<file path="src/rtl/serial_adder.sv">
// Bit-serial adder/subtractor: one full adder walks the operands LSB first,
// producing a WIDTH-bit result with carry-out and signed overflow.
module serial_adder #(
    parameter int WIDTH = 8
) (
    input  logic             clk,
    input  logic             rst_n,
    input  logic             in_valid,
    output logic             in_ready,
    input  logic [WIDTH-1:0] a,
    input  logic [WIDTH-1:0] b,
    input  logic             cin,
    input  logic             sub,
    output logic             out_valid,
    input  logic             out_ready,
    output logic [WIDTH-1:0] sum,
    output logic             cout,
    output logic             ovf,
    output logic             busy
);

    localparam int CW = (WIDTH > 1) ? $clog2(WIDTH) : 1;
    localparam logic [CW-1:0] LAST = CW'(WIDTH - 1);

    typedef enum logic [1:0] {
        IDLE = 2'd0,
        RUN  = 2'd1,
        DONE = 2'd2
    } state_t;

    state_t           state;
    state_t           state_nxt;
    logic [WIDTH-1:0] a_reg;
    logic [WIDTH-1:0] b_reg;
    logic [WIDTH-1:0] sum_reg;
    logic [CW-1:0]    cnt;
    logic             carry;
    logic             cout_reg;
    logic             ovf_reg;
    logic             fa_s;
    logic             fa_c;

    // Handshakes: a transfer happens on a rising edge where valid and ready are
    // both high; valid may not depend on ready, and data is only sampled then.

    // The operand registers shift right each RUN cycle, so bit 0 is always the
    // bit currently being added.
    assign fa_s = a_reg[0] ^ b_reg[0] ^ carry;
    assign fa_c = (a_reg[0] & b_reg[0]) | (a_reg[0] & carry) | (b_reg[0] & carry);

    always_ff @(posedge clk or negedge rst_n) begin
        if (!rst_n) begin
            state <= IDLE;
        end else begin
            state <= state_nxt;
        end
    end

    always_comb begin
        state_nxt = state;
        in_ready  = 1'b0;
        out_valid = 1'b0;
        busy      = 1'b0;
        case (state)
            IDLE: begin
                in_ready = 1'b1;
                if (in_valid) state_nxt = RUN;
            end
            RUN: begin
                busy = 1'b1;
                if (cnt == LAST) state_nxt = DONE;
            end
            DONE: begin
                out_valid = 1'b1;
                if (out_ready) state_nxt = IDLE;
            end
            default: state_nxt = IDLE;
        endcase
    end

    always_ff @(posedge clk or negedge rst_n) begin
        if (!rst_n) begin
            a_reg    <= '0;
            b_reg    <= '0;
            sum_reg  <= '0;
            cnt      <= '0;
            carry    <= 1'b0;
            cout_reg <= 1'b0;
            ovf_reg  <= 1'b0;
        end else if (state == IDLE && in_valid) begin
            a_reg <= a;
            b_reg <= sub ? ~b : b;
            carry <= sub ? 1'b1 : cin;
            cnt   <= '0;
        end else if (state == RUN) begin
            a_reg <= a_reg >> 1;
            b_reg <= b_reg >> 1;
            carry <= fa_c;
            for (int i = 0; i < WIDTH; i++) begin
                if (cnt == CW'(i)) sum_reg[i] <= fa_s;
            end
            // The counter parks on the last bit instead of wrapping.
            if (cnt == LAST) begin
                cout_reg <= fa_c;
                ovf_reg  <= carry ^ fa_c;
            end else begin
                cnt <= cnt + 1'b1;
            end
        end
    end

    assign sum  = sum_reg;
    assign cout = cout_reg;
    assign ovf  = ovf_reg;

endmodule

</file>
<file path="config.mk">
export PLATFORM = sky130hd
export DESIGN_NAME = serial_adder
export DESIGN_NICKNAME = d
export VERILOG_FILES = /design/src/rtl/serial_adder.sv
export SDC_FILE = /design/constraint.sdc
export NUM_CORES = 1
export LEC_CHECK = 0
export CORE_MARGIN = 1.5
export CORE_UTILIZATION = 52
export CTS_BUF_LIST = sky130_fd_sc_hd__clkbuf_4
export DETAILED_ROUTE_END_ITERATION = 8
export PLACE_DENSITY = 0.82
export SLEW_MARGIN = 0
export SYNTH_ARGS = -nofsm -noshare
export SYNTH_HDL_FRONTEND = slang
export SYNTH_SLANG_ARGS = --single-unit
</file>
<file path="constraint.sdc">
create_clock -name clk -period 1.88 [get_ports clk]
set_clock_uncertainty 0.2 [all_clocks]
set_input_delay 0.282 -clock clk [delete_from_list [all_inputs] [get_ports clk]]
set_output_delay 0.282 -clock clk [all_outputs]
set_load 0.02 [all_outputs]
</file>
==> results of run 1 <==
## timing repair
item                                   CTS  global route
setup endpoints to repair                3             2
gates resized for setup                  4             3
endpoints found under the hold margin    0             0
hold buffers                             0             0
cloned                                   0             0
## cell type report
type | count | area, µm² | area share
flip-flops and latches | 32 | 802.0 | 0.3871
multi-input cells | 109 | 729.5 | 0.3521
repair buffers | 46 | 422.9 | 0.2041
clock buffers | 6 | 45.04 | 0.02174
well taps | 33 | 41.29 | 0.01993
inverters | 7 | 26.28 | 0.01268
clock inverters | 1 | 5.005 | 0.002415
## worst max path at each step
stage / endpoint / slack, ns / cells after the start
after floorplan: cnt[0] / 0.15 / 5
after global placement: cnt[0] / 0.08 / 5
after detailed placement: carry / 0.007 / 5
after CTS: in_ready / 0.04 / 3
after global routing: busy / 0.02 / 3
final: sum[7] / 0.08 / 4
## layout by cell type (no fill, tap or decap), types with 2 or more instances in the layout
master	synthesis	routed
dfrtp_1	32	31
clkdlybuf4s50_1	0	31
nand2_1	28	28
buf_4	1	12
nor2_1	10	10
mux2_2	10	10
o21ai_0	9	9
inv_1	7	7
xor2_1	7	7
a31oi_1	7	7
a22oi_1	6	6
ha_1	6	6
clkbuf_4	0	6
nand3_1	5	5
o22ai_1	3	3
nor3b_1	3	2
a21oi_1	2	2
xnor2_1	2	2
dlygate4sd2_1	0	2
## through the flow
| stage | cells | setup slack (ns) | hold WS [ns] |
|---|---|---|---|
| floorplan | 156 | 0.1524 | -0.2136 |
| global placement | 227 | 0.08407 | 0.2671 |
| detailed placement | 227 | 0.006823 | 0.2747 |
| CTS | 234 | 0.03672 | 0.1306 |
| global route | 234 | 0.01559 | 0.1528 |
| finish | 234 | 0.07551 | 0.1223 |
## layer usage
metal	routed length, µm	share of wire
met1	1358	0.42
met2	1659	0.51
met5	0	0
met3	140	0.043
met4	72	0.022
## cells by family after synthesis
family                   count (synthesis)  synth area share
buffers and inverters                   15           0.05504
multiplexers                            10           0.06977
XOR/XNOR                                 9           0.04884
AND/OR/NAND/NOR                         52            0.1504
adder cells (fa/ha/maj)                  7           0.05891
AO/OA/AOI/OAI                           31            0.1209
flip-flops                              32            0.4961
## critical path: stages, from the launching register on
cell and delay (ns):
dfrtp_1 0.44, ha_1 0.24, ha_1 0.24, nand3b_1 0.21
mux2_2 0.36
## power by group through the flow
| stage | Clock [mW] | Combinational (mW) | Sequential (mW) |
|---|---|---|---|
| finish | 0.383 | 1.69 | 1.25 |
| global route | 0.417 | 1.87 | 1.29 |
| CTS | 0.389 | 1.70 | 1.26 |
| detailed placement | 0 | 1.71 | 1.27 |
| global placement | 0 | 1.65 | 1.24 |
| floorplan | 0 | 1.02 | 1.33 |
==> impl_metrics.toml, run 1 <==
[synthesis]
synthCells = 156
synth_edf_count = 0
synth_area_um2 = 1614
ys_warn_count = 0
avgSynthCellArea_um2 = 10.35
async_flop_share = 1.000
synth_most_common_cell = "dfrtp_1"
synth_top_area_frac = 0.4961
yosysTopAreaCell = "dfrtp_1"
synth_common_cells = "dfrtp_1, nand2_1, mux2_2, nor2_1, o21ai_0"
yosys-top-cells-area = "dfrtp_1, mux2_2, nand2_1"
ys_seq_elements = 32
yosysSeqAreaShare = 0.4961
syn_nets = 185
synthFlopType = "dfrtp_1"
ys_types = 31

[finish]
area_growth_syn_to_layout_pct = 28.37
diodes = 0
final_layout_size_suffix_gt1_frac = 0.1692
fill_cells = 231
finalInstanceArea_um2 = 2072
final_nets = 230
post-route-util = 0.6900

[drt]
vias = 1254
remaining_drc_errors = 0
via_per_inst = 5.359
drt-wirelength-per-cell_um = 13.81
drt_iter0_markers = 14
antenna_left = 0
wl_um = 3231
dr.pass1.iters = 4

[clock_tree]
cts_sinks = 32
insertion_delay_ns = 0.35
cts.clk_slew.worst_paths_ns = 0.10
cts_buffers = 5
cts_setup_buffers = 0
cts_root_buffer = "clkbuf_4"
tritoncts = "yes"
h-tree-depth = 2
clockBufferDepth = 2

[timing]
slew_headroom = 0.7214
fmax_mhz = 554.2
period_share = 0.9598
finalCriticalPeriod_ns = 1.804
setup_viol = 0
worst_pin_slew_ns = 0.4170
tns_ns = 0
rsz0062_at_grt = "false"
hold_viol = 0
drv_slew = 0

[floorplan]
die-height_um = 58.72
die_w_um = 58.72
pin_count = 35
placeableCoreArea_um2 = 3003
die-area_um2 = 3447
core.rowCount = 20
start_util = 0.5375

[grt]
grt_first_pass_wirelength_um = 5264
grt_max_degree = 33
grt_pass1_vias = 1197
grt_usage = 0.2098
grt-busiest-layer = "met2"
overflow = 0
grt_antenna_before_repair = 0
grt_use_met1 = 0.2648
grt_use_met3 = 0.04835
grtUsageMet2 = 0.3339

[setup_path]
worstPathArrival_ns = 1.83
reg2reg_from = "cnt[0]"
r2r_end = "sum[7]"
cp_max_fo = 5
r2r_setup_slack_ns = 0.08
crit_path_start = "cnt[0]"
crit_required_ns = 1.91
path_class = "flop to flop"
startpoint_type = "flop"
ff2ff_path_depth = 4
worstSetupEndpointType = "flop"

[power_and_ir_drop]
swShare = 0.3997
power_mw = 3.324
power.density_nw_per_um2 = 1604
leakage_nw = 0.9246
clkPwrFrac = 0.115
internal_power_mw = 1.995
p_switching_mw = 1.329
combPwrFrac = 0.507
peakVddDrop_mv = 0.8786
pwr-share-seq = 0.377

[place]
place_congestion = 0.8009
portBuffers = 34
place_area_um2 = 2023
hpwlAfterDp_um = 2397

[run_status]
status = "finished clean"

[run]
cap_violations = 0

[min_path]
min_path_type = "input pin to asynchronous set/reset pin"
(Power assumes the default switching activity.)
==> run 2, diff against run 1 <==
CORE_UTILIZATION = 50   (was 52)
PLACE_DENSITY = 0.79   (was 0.82)
SLEW_MARGIN = 30   (was 0)
==> impl_metrics.toml, run 2 (same netlist as run 1, synthesis figures left out) <==
[clock_tree]
insertion_delay_ns = 0.32
cts_buffers = 5
cts_root_buffer = "clkbuf_4"
cts.clk_slew.worst_paths_ns = 0.10
tritoncts = "yes"
clockBufferDepth = 2
h-tree-depth = 2
cts_hold_buf = 0
cts_sinks = 32

[timing]
setup_slack_ns = 0.07965
drv_slew = 0
finalCriticalPeriod_ns = 1.800
fmax_mhz = 555.4
rsz0062_at_grt = "false"
tns_ns = 0
worst_pin_slew_ns = 0.4513
hold_viol = 0
slew_headroom = 0.6985
setup_viol = 0
period_share = 0.9576

[setup_path]
crit_required_ns = 1.40
ff2ff_path_depth = 5
worstSetupEndpointType = "output pin"
startpoint_type = "flop"
cp_max_fo = 6
worstPathArrival_ns = 1.32
path_class = "flop to output pin"

[power_and_ir_drop]
peakVddDrop_mv = 0.7877
p_switching_mw = 1.329
combPwrFrac = 0.514
power.density_nw_per_um2 = 1603
leakage_nw = 0.9219
swShare = 0.3960
power_mw = 3.355
internal_power_mw = 2.027
pwr-share-seq = 0.370
clkPwrFrac = 0.117

[finish]
post-route-util = 0.6857
final_nets = 230
final_layout_size_suffix_gt1_frac = 0.1634
fill_cells = 254
final_cell_mix = "clkdlybuf4s50_1, dfrtp_1, nand2_1"
area_growth_syn_to_layout_pct = 29.69
final_common_cell = "clkdlybuf4s50_1"
diodes = 0

[grt]
grt_max_degree = 33
overflow = 0
grt_first_pass_wirelength_um = 5526
grt_antenna_before_repair = 0
grt_usage = 0.2062
grt_pass1_vias = 1235

[floorplan]
pin_count = 35
die-area_um2 = 3578
start_util = 0.5287
die-height_um = 59.82
placeableCoreArea_um2 = 3053
core.rowCount = 20
die_w_um = 59.82

[place]
portBuffers = 34
place_congestion = 0.8407
hpwlAfterDp_um = 2426
place_ws_ns = 0.01195

[drt]
drt-wirelength-per-cell_um = 13.28
remaining_drc_errors = 0
dr.pass1.iters = 4
antenna_left = 0
vias = 1285
wl_um = 3268
via_per_inst = 5.224
drt_iter0_markers = 56

[run]
cap_violations = 0

[min_path]
min_path_type = "input pin to asynchronous set/reset pin"

[run_status]
status = "finished clean"
## run 2: changes by cell type in the layout (fill, tap and decap cells not counted), sizes merged
cell,previous run,this run
clkdlybuf4s15,0,1
## run 2: repair_timing
| action | CTS | global route |
|---|---|---|
| setup endpoints to repair | 3 | 2 |
| buffers inserted | 0 | 0 |
| resized for setup | 4 | 2 |
## run 2: power by group through the flow
stage               Combinational, mW  Sequential (mW)  Clock [mW]
global placement                 1.67             1.24           0
finish                           1.72             1.24       0.391
global route                     1.89             1.29       0.439
detailed placement               1.74             1.25           0
CTS                              1.73             1.24       0.402
floorplan                        1.02             1.33           0
## run 2: cell type report
type,instances,area (µm²),share of cell area
Inverter,7,26.28,0.01255
Clock buffer,7,52.55,0.02510
Clock inverter,1,3.754,0.001793
Sequential cell,32,803.3,0.3837
Tap cell,44,55.05,0.02630
Timing Repair Buffer,46,427.9,0.2044
Multi-Input combinational cell,109,724.4,0.3461
## run 2: stage by stage
| stage | hold slack (ns) | cells | area, µm² |
|---|---|---|---|
| after global placement | 0.2684 | 238 | 2037 |
| after detailed placement | 0.2764 | 238 | 2037 |
| after CTS | 0.1586 | 246 | 2091 |
| after global routing | 0.1750 | 246 | 2093 |
| after floorplan | -0.2136 | 156 | 1614 |
| final | 0.1526 | 246 | 2093 |
## run 2: routing by layer
layer,global-route usage,part of all wire,vias up
met2,0.3339,0.48,33
li1,-,-,624
met5,0,0,-
met4,0.05714,0,0
met3,0.05628,0.044,0
met1,0.2716,0.47,628
## run 2: path summary, 6_finish.rpt
path,slack [ns],end,startpoint
max,0.08,busy,state[1]
min,0.15,b_reg[1],rst_n
max reg2reg,0.11,cnt[0],cnt[1]
min reg2reg,0.29,a_reg[4],a_reg[4]
max in group asynchronous,1.00,state[1],rst_n
min in group clk,0.29,a_reg[4],a_reg[4]
## run 2: critical path, cell delays in order (launching register included)
cell	delay, ns
dfrtp_2	0.46
nand2b_4	0.16
inv_1	0.06
dlygate4sd2_1	0.33
